`config.mk`:
```
export PLATFORM = sky130hd
export DESIGN_NAME = time_set_ctrl
export DESIGN_NICKNAME = d
export VERILOG_FILES = /design/src/rtl/clock_pkg.sv /design/src/rtl/bin2bcd_2d.sv /design/src/rtl/time_set_ctrl.sv
export SDC_FILE = /design/constraint.sdc
export NUM_CORES = 1
export LEC_CHECK = 0
export ABC_AREA = 1
export ABC_CLOCK_PERIOD_IN_PS = 3700
export CAP_MARGIN = 25
export CORE_ASPECT_RATIO = 0.6
export CORE_MARGIN = 1.5
export CORE_UTILIZATION = 29
export CTS_CLUSTER_SIZE = 16
export DETAILED_ROUTE_END_ITERATION = 10
export GPL_TIMING_DRIVEN = 0
export PLACE_DENSITY = 0.49
export REMOVE_ABC_BUFFERS = 1
export SLEW_MARGIN = 10
export SYNTH_ARGS = -nofsm -noshare
export SYNTH_HDL_FRONTEND = slang
export SYNTH_SLANG_ARGS = --single-unit
```
`constraint.sdc`:
```
create_clock -name clk -period 3.7 [get_ports clk]
set_input_delay 0.555 -clock clk [delete_from_list [all_inputs] [get_ports clk]]
set_output_delay 0.555 -clock clk [all_outputs]
set_load 0.02 [all_outputs]
```
`src/rtl/clock_pkg.sv`:
```
// clock_pkg: state encoding (equal to the mode codes), field limits, digit width
// and the shared wrap-around inc/dec used for both editing and running time.
package clock_pkg;
  typedef enum logic [2:0] {RUN = 3'd0, SET_SEC = 3'd1, SET_MIN = 3'd2, SET_HRS = 3'd3} state_e;
  localparam logic [5:0] SEC_MAX = 6'd59;
  localparam logic [5:0] MIN_MAX = 6'd59;
  localparam int DIG_W = 4;
  function automatic logic [5:0] field_step(input logic [5:0] v, input logic [5:0] max,
                                            input logic up, input logic dn);
    return (up && !dn) ? ((v == max) ? 6'd0 : v + 6'd1) :
           (dn && !up) ? ((v == 6'd0) ? max : v - 6'd1) : v;
  endfunction
endpackage

```
`src/rtl/bin2bcd_2d.sv`:
```
// bin2bcd_2d: combinational split of a 0-63 binary value into tens/ones BCD digits.
module bin2bcd_2d
  import clock_pkg::*;
(
  input  logic [5:0]       bin_i,
  output logic [DIG_W-1:0] tens_o,
  output logic [DIG_W-1:0] ones_o
);
  assign tens_o = DIG_W'(bin_i / 6'd10);
  assign ones_o = DIG_W'(bin_i % 6'd10);
endmodule

```
`src/rtl/time_set_ctrl.sv`:
```
// time_set_ctrl: time-of-day register, button-driven set sequence and 1 Hz advance.
// Optional TIME_SET_BLINK_EN builds the blink phase for the field being edited.
module time_set_ctrl
  import clock_pkg::*;
#(
  parameter int AUTO_EXIT = 10,
  parameter int HRS_MAX   = 23
) (
  input  logic             clk,
  input  logic             reset_n,
  input  logic             sec_tick,
  input  logic             run_en,
  input  logic             btn_mode,
  input  logic             btn_up,
  input  logic             btn_down,
  output logic [2:0]       mode,
  output logic [DIG_W-1:0] hrs_tens,
  output logic [DIG_W-1:0] hrs_ones,
  output logic [DIG_W-1:0] min_tens,
  output logic [DIG_W-1:0] min_ones,
  output logic [DIG_W-1:0] sec_tens,
  output logic [DIG_W-1:0] sec_ones,
  output logic [5:0]       blink_mask
);
  localparam int IW = $clog2(AUTO_EXIT + 2);
  localparam logic [5:0] HMAX = 6'(HRS_MAX);
  localparam logic [IW-1:0] EXIT_N = IW'(AUTO_EXIT);
  state_e state_q, state_d, state_nx;
  logic [4:0] hrs_q, hrs_d;
  logic [5:0] min_q, min_d, sec_q, sec_d;
  logic [IW-1:0] idle_q, idle_d;
  logic set_st, act, edit, tick_run, expire;
  always_ff @(posedge clk) begin
    if (!reset_n) begin
      state_q <= RUN;
      hrs_q   <= '0;
      min_q   <= '0;
      sec_q   <= '0;
      idle_q  <= '0;
    end else begin
      state_q <= state_d;
      hrs_q   <= hrs_d;
      min_q   <= min_d;
      sec_q   <= sec_d;
      idle_q  <= idle_d;
    end
  end
  // btn_mode has priority over field edits and over a coincident tick
  always_comb begin
    set_st   = state_q != RUN;
    act      = btn_mode | btn_up | btn_down;
    edit     = set_st && !btn_mode;
    tick_run = !set_st && !btn_mode && sec_tick && run_en;
    expire   = AUTO_EXIT != 0 && set_st && !act && sec_tick && (idle_q + IW'(1)) == EXIT_N;
    state_nx = state_q == RUN ? SET_HRS : state_q == SET_HRS ? SET_MIN :
               state_q == SET_MIN ? SET_SEC : RUN;
    state_d  = btn_mode ? state_nx : expire ? RUN : state_q;
    sec_d    = (edit && state_q == SET_SEC) ? field_step(sec_q, SEC_MAX, btn_up, btn_down) :
               tick_run ? field_step(sec_q, SEC_MAX, 1'b1, 1'b0) : sec_q;
    min_d    = (edit && state_q == SET_MIN) ? field_step(min_q, MIN_MAX, btn_up, btn_down) :
               (tick_run && sec_q == SEC_MAX) ? field_step(min_q, MIN_MAX, 1'b1, 1'b0) : min_q;
    hrs_d    = 5'((edit && state_q == SET_HRS) ? field_step({1'b0, hrs_q}, HMAX, btn_up, btn_down) :
               (tick_run && sec_q == SEC_MAX && min_q == MIN_MAX) ?
               field_step({1'b0, hrs_q}, HMAX, 1'b1, 1'b0) : {1'b0, hrs_q});
    idle_d   = (act || !set_st || expire) ? '0 : idle_q + IW'(sec_tick);
  end
  assign mode = state_q;
  bin2bcd_2d u_hrs (.bin_i({1'b0, hrs_q}), .tens_o(hrs_tens), .ones_o(hrs_ones));
  bin2bcd_2d u_min (.bin_i(min_q), .tens_o(min_tens), .ones_o(min_ones));
  bin2bcd_2d u_sec (.bin_i(sec_q), .tens_o(sec_tens), .ones_o(sec_ones));
`ifdef TIME_SET_BLINK_EN
  logic blink_q, blink_d;
  always_comb blink_d = (state_d == RUN || state_d != state_q) ? 1'b0 : blink_q ^ sec_tick;
  always_ff @(posedge clk) begin
    if (!reset_n) blink_q <= 1'b0;
    else blink_q <= blink_d;
  end
  assign blink_mask = !blink_q ? 6'b000000 : state_q == SET_HRS ? 6'b110000 :
                      state_q == SET_MIN ? 6'b001100 : state_q == SET_SEC ? 6'b000011 : 6'b000000;
`else
  assign blink_mask = '0;
`endif
endmodule

```
; ---- Yosys cells after proc, flatten, opt, wreduce, memory -nomap -nowiden
; Cells that the tools add are included.
[classes]
addsub = 8
div = 6
eq_ne = 10
muxes = 23
n_bitwise = 3
reduce_logical = 34
[ops]
columns = operator, n
row1 = 6-bit two-way mux, 12
row2 = 5-bit two-way mux, 6
row3 = 1-bit logical AND, 14
row4 = 6-bit by 1-bit adder with 6-bit output (second input constant), 2
row5 = 6-bit by 4-bit divider with 6-bit output (second input constant), 2
row6 = 6-bit equality test (second input constant), 2
row7 = 6-bit logical NOT, 2
row8 = 6-bit by 4-bit remainder unit with 6-bit output (second input constant), 2
row9 = 6-bit by 1-bit subtractor with 6-bit output (second input constant), 2
row10 = 2-bit nonzero test, 4
row11 = 5-bit by 4-bit divider with 6-bit output (second input constant), 1
row12 = 3-bit by 2-bit equality test with 1-bit output (second input constant), 2
row13 = 5-bit by 4-bit remainder unit with 6-bit output (second input constant), 1
row14 = 3-bit two-way mux, 2
row15 = 3-bit inequality test (second input constant), 2
row16 = 2-bit AND reduction, 3
row17 = 5-bit by 1-bit adder with 5-bit output (second input constant), 1
row18 = 5-bit equality test (second input constant), 1
row19 = 1-bit logical NOT, 5
row20 = 5-bit logical NOT, 1
row21 = 5-bit by 1-bit subtractor with 5-bit output (second input constant), 1
row22 = 4-bit by 1-bit adder with 4-bit output, 1
row23 = 4-bit by 1-bit adder with 4-bit output (second input constant), 1
row24 = 4-bit equality test (second input constant), 1
row25 = other kinds (10), 13
[word_totals]
register_bits = 24
in_bits = 7

; ---- Longest topological paths before layout
; Gate-level depths: netlist (run 1).
[depth]
ltp_word = 9
ltp_mapped = 16

; ---- By module
; From an unflattened synthesis (run 1), not the netlist that was laid out.
[unflattened]
hier_cells = 472
hier_area_um2 = 2851.5
[by_module_without_submodules]
columns = mod, n_inst, cells_each, area_each_um2
row1 = time_set_ctrl, 1, 319, 2014.4
row2 = bin2bcd_2d, 3, 51, 279.0

; ---- Worst setup path before layout (run 1)
; OpenSTA, ideal clock, no wires.
[synth_path]
path_type = register to output
start = reg sec_q[4]
end = out sec_ones[3]
arrival_ps = 2039
required_ps = 3145
slack_ps = 1106
path_stages_with_launch = 16
path_buffers = 0
path_cell_list = dfxtp_1 inv_1 ha_1 nand2_1 o21ai_2 nor2_4 nand2_4 nand2_4 nand2_2 and2_4 ha_1 inv_1 nand2_1 nand2_1 nand2_1 nand2_1
[synth_between]
elab_chain_len = 1
[synth_lines]
columns = element, line_no
row1 = "start, declared", time_set_ctrl.sv:30  ; logic [5:0] min_q, min_d, sec_q, sec_d;
row2 = "start signal, assigned", time_set_ctrl.sv:38  ; sec_q <= '0;
row3 = "start signal, assigned", time_set_ctrl.sv:44  ; sec_q <= sec_d;
row4 = 6-bit by 4-bit remainder unit with 6-bit output, bin2bcd_2d.sv:10  ; assign ones_o = DIG_W'(bin_i % 6'd10);
row5 = "end, declared", time_set_ctrl.sv:22  ; output logic [DIG_W-1:0] sec_ones,
; No other way between the ends.

; ---- Final worst setup path (run 1)
[layout_path]
start = reg sec_q[3]
end = out sec_ones[3]
; Same word-level chain as after synthesis.

==> results by group, run 1 <==
Drt
  • Routed wire per std cell: 11.1 um
  • Drt pass-1 iters: 4
  • Vias post-DR: 2349
  • DR iter-0 viols: 101
  • Final ANT Viol Nets: 0
  • Drt total wl: 5700 um
  • Vias/cell: 4.60
  • DRC Markers: 0

Floorplanning
  • Full die area: 9540 um2
  • Vert. Die Dim: 76.3 um
  • Row Count: 26
  • Io pins: 40
  • Starting Density: 30.2%
  • Core Footprint: 8590 um2
  • Die width: 125 um

Placement
  • HPWL Detailed: 4550 um
  • Port bufs: 28
  • Placer Congestion: 0.809

Yosys
  • Mux share of post-synthesis cell area: 0.386%
  • Sequential area share after synthesis: 17.8%
  • Post-Syn Area: 2590 um2
  • Cells after Synth: 380
  • Largest family of logic cells by synthesized area: simple AND/OR/NAND/NOR gates
  • EDFF count, synth: 0
  • Compound-cell area share of the yosys netlist: 16.4%
  • Simple-Gate Fraction of Synth Area: 30.1%
  • Flops & latches, synth: 23
  • Yosys top cell area share: 17.8%
  • Most used DFF post-synth: dfxtp_1
  • Unique masters post-synth: 43
  • Post-synthesis xor/xnor area fraction: 7.09%
  • Avg Synthesized Cell Area: 6.83 um2
  • Adder-Cell Fraction of Synth Area: 13.0%
  • Leading area contributor after synthesis: dfxtp_1
  • Warnings, synthesis: 0
  • Top cells by area, synth: dfxtp_1 18%, ha_1 13%, nand2_1 8.8%, inv_1 6.5%, xor2_1 5.7%
  • Post-synth ARST share: 0%

Clocking
  • CTS Root Buffer Type: clkbuf_16
  • Post-CTS setup buffers: 0
  • Cts repair resizes: 0
  • Hold Buf Count CTS: 0
  • TritonCTS clock tree: built
  • Worst-path clk slew: 0.07 ns
  • Clk sinks: 23
  • Clock buffer depth: 2
  • Total CTS buffers: 3
  • Worst-Skew Late Latency: 0.26 ns
  • H-tree depth: 1

GRT
  • Initial antenna violation count: 0
  • Total grt overflow: 0
  • Top Usage Layer GRT: met1
  • Met2 GRT Util: 16.1%
  • Met3 Use GR: 2.88%
  • First-pass GRT wire length: 9920 um
  • Vias in the first global route: 2061
  • Met1 Use GR: 19.9%
  • Total track usage: 12.2%
  • Pin count of the biggest net entering global routing: 16

STA
  • Final setup violation count: 0
  • Worst Tran Pin Value: 0.563 ns
  • RSZ-0062 raised after global routing: no
  • Setup TNS: 0 ns
  • Fin crit share: 92.0%
  • Clock skew: 0.00691 ns
  • Final hold slack: 0.529 ns
  • Worst slew margin: 62.3%
  • Hold Violations, Final: 0
  • Max Clock Freq: 294 MHz
  • Slew Viols, Final: 0
  • Min Tclk post-route: 3.41 ns

Final layout
  • Inserted Diodes: 0
  • Commonest non-fill, non-tap cell in the layout: nand2_1
  • Area delta synth->final: 14.2%
  • Fin util: 34.5%
  • Fraction of layout instances using a drive strength above 1: 11.5%
  • Most frequent cells in the layout: 61 x nand2_1, 45 x inv_1, 33 x nor2_1
  • Nets: 434

Outcome
  • Status: complete, no violations

Setup path
  • Arr. time, crit path: 2.85 ns
  • Critical Path RT: 3.14 ns
  • WS Path Type: register to output pin
  • FF-to-FF setup slack: 1.79 ns
  • Crit-path max FO: 10
  • Critical Path End Type: output pin
  • Worst setup SP type: register

Power
  • Overall Power: 0.793 mW
  • Pwr per Cell Area: 268 nW/um2
  • Leak pwr: 1.38 nW
  • Max VDD drop: 179 uV

Job
  • Max Cap Violations: 0

Hold path
  • Hold Path Class: register to register
[critical path, cell delays in order, from the launching register on]
cell	delay, ns
dfxtp_2	0.50
inv_4	0.09
ha_1	0.31
nand2_1	0.08
o21ai_2	0.07
nor2_4	0.15
nand2_4	0.08
nand2_4	0.09
nand2_2	0.06
and2_4	0.13
ha_1	0.19
inv_1	0.05
nand2_1	0.04
nand2_1	0.06
nand2_1	0.05
nand2_1	0.05
clkdlybuf4s50_1	0.59
[power breakdown]
part / switching [mW] / total, mW / internal [mW]
Sequential: 0.0220 / 0.279 / 0.257
Clock: 0.0997 / 0.247 / 0.147
Combinational: 0.161 / 0.267 / 0.106
[final cells by class]
type	instances	area, um2
clock inverters	1	7.51
fillers	939	5630
repair buffers	28	280
inverters	56	215
clock buffers	3	75.1
well taps	112	140
multi-input cells	288	1780
flip-flops and latches	23	463
[path summary, 6_finish.rpt]
kind                            startpoint     endpoint  depth (start not counted)
worst max-delay path              sec_q[3]  sec_ones[3]                         16
worst min-delay path               mode[0]      mode[0]                          2
worst max register to register     mode[0]     sec_q[3]                         10
worst min register to register     mode[0]      mode[0]                          2
[sequential cells by signal, summed over array words and instances (netlist names)]
signal  count
hrs_q       5
min_q       6
sec_q       6
idle_q      4
mode        2
[synthesized netlist by cell type (all sizes together) (2+ instances only)]
cell / count
a21oi: 23
a31oi: 2
buf: 21
clkbuf: 2
dfxtp: 23
ha: 27
inv: 55
nand2: 74
nand3: 33
nand3b: 2
nand4: 7
nor2: 35
nor3: 3
o211ai: 4
o21ai: 36
o22ai: 2
xnor2: 4
xor2: 17
[per-stage QoR]
step	instance area [um2]	instances	setup WS (ns)
after global placement	2880	507	0.425
after CTS	2960	511	0.0901
after floorplan	2460	367	1.05
final	2960	511	0.294
after detailed placement	2880	507	0.377
after global routing	2960	511	0.0461
[cells by family (layout without fill, tap and decap cells)]
group	Yosys count	count (layout)
compound gates	71	71
xor+xnor	21	21
fa+ha+maj	27	27
buf+inv	79	88
flops	23	23
mux	1	1
other cells	1	11
simple gates	157	157
[layer usage]
metal / routed length, um / share of wire, % / up-vias
met5: 0 / 0 / -
met4: 23 / 0.40 / 0
met3: 330 / 5.8 / 4
met2: 2120 / 37 / 56
met1: 3220 / 57 / 1042
li1: - / - / 1247
No activity file was read; power rests on OpenSTA's default activity.
==> inputs of run 2 (changes only) <==
--- a/config.mk
+++ b/config.mk
@@ -16,6 +16,7 @@
 export GPL_TIMING_DRIVEN = 0
 export PLACE_DENSITY = 0.49
 export REMOVE_ABC_BUFFERS = 1
+export SETUP_SLACK_MARGIN = 0.02
 export SLEW_MARGIN = 10
 export SYNTH_ARGS = -nofsm -noshare
 export SYNTH_HDL_FRONTEND = slang
==> results of run 2 <==
No change in the layout: final DEF, timing and power equal those of run 1.
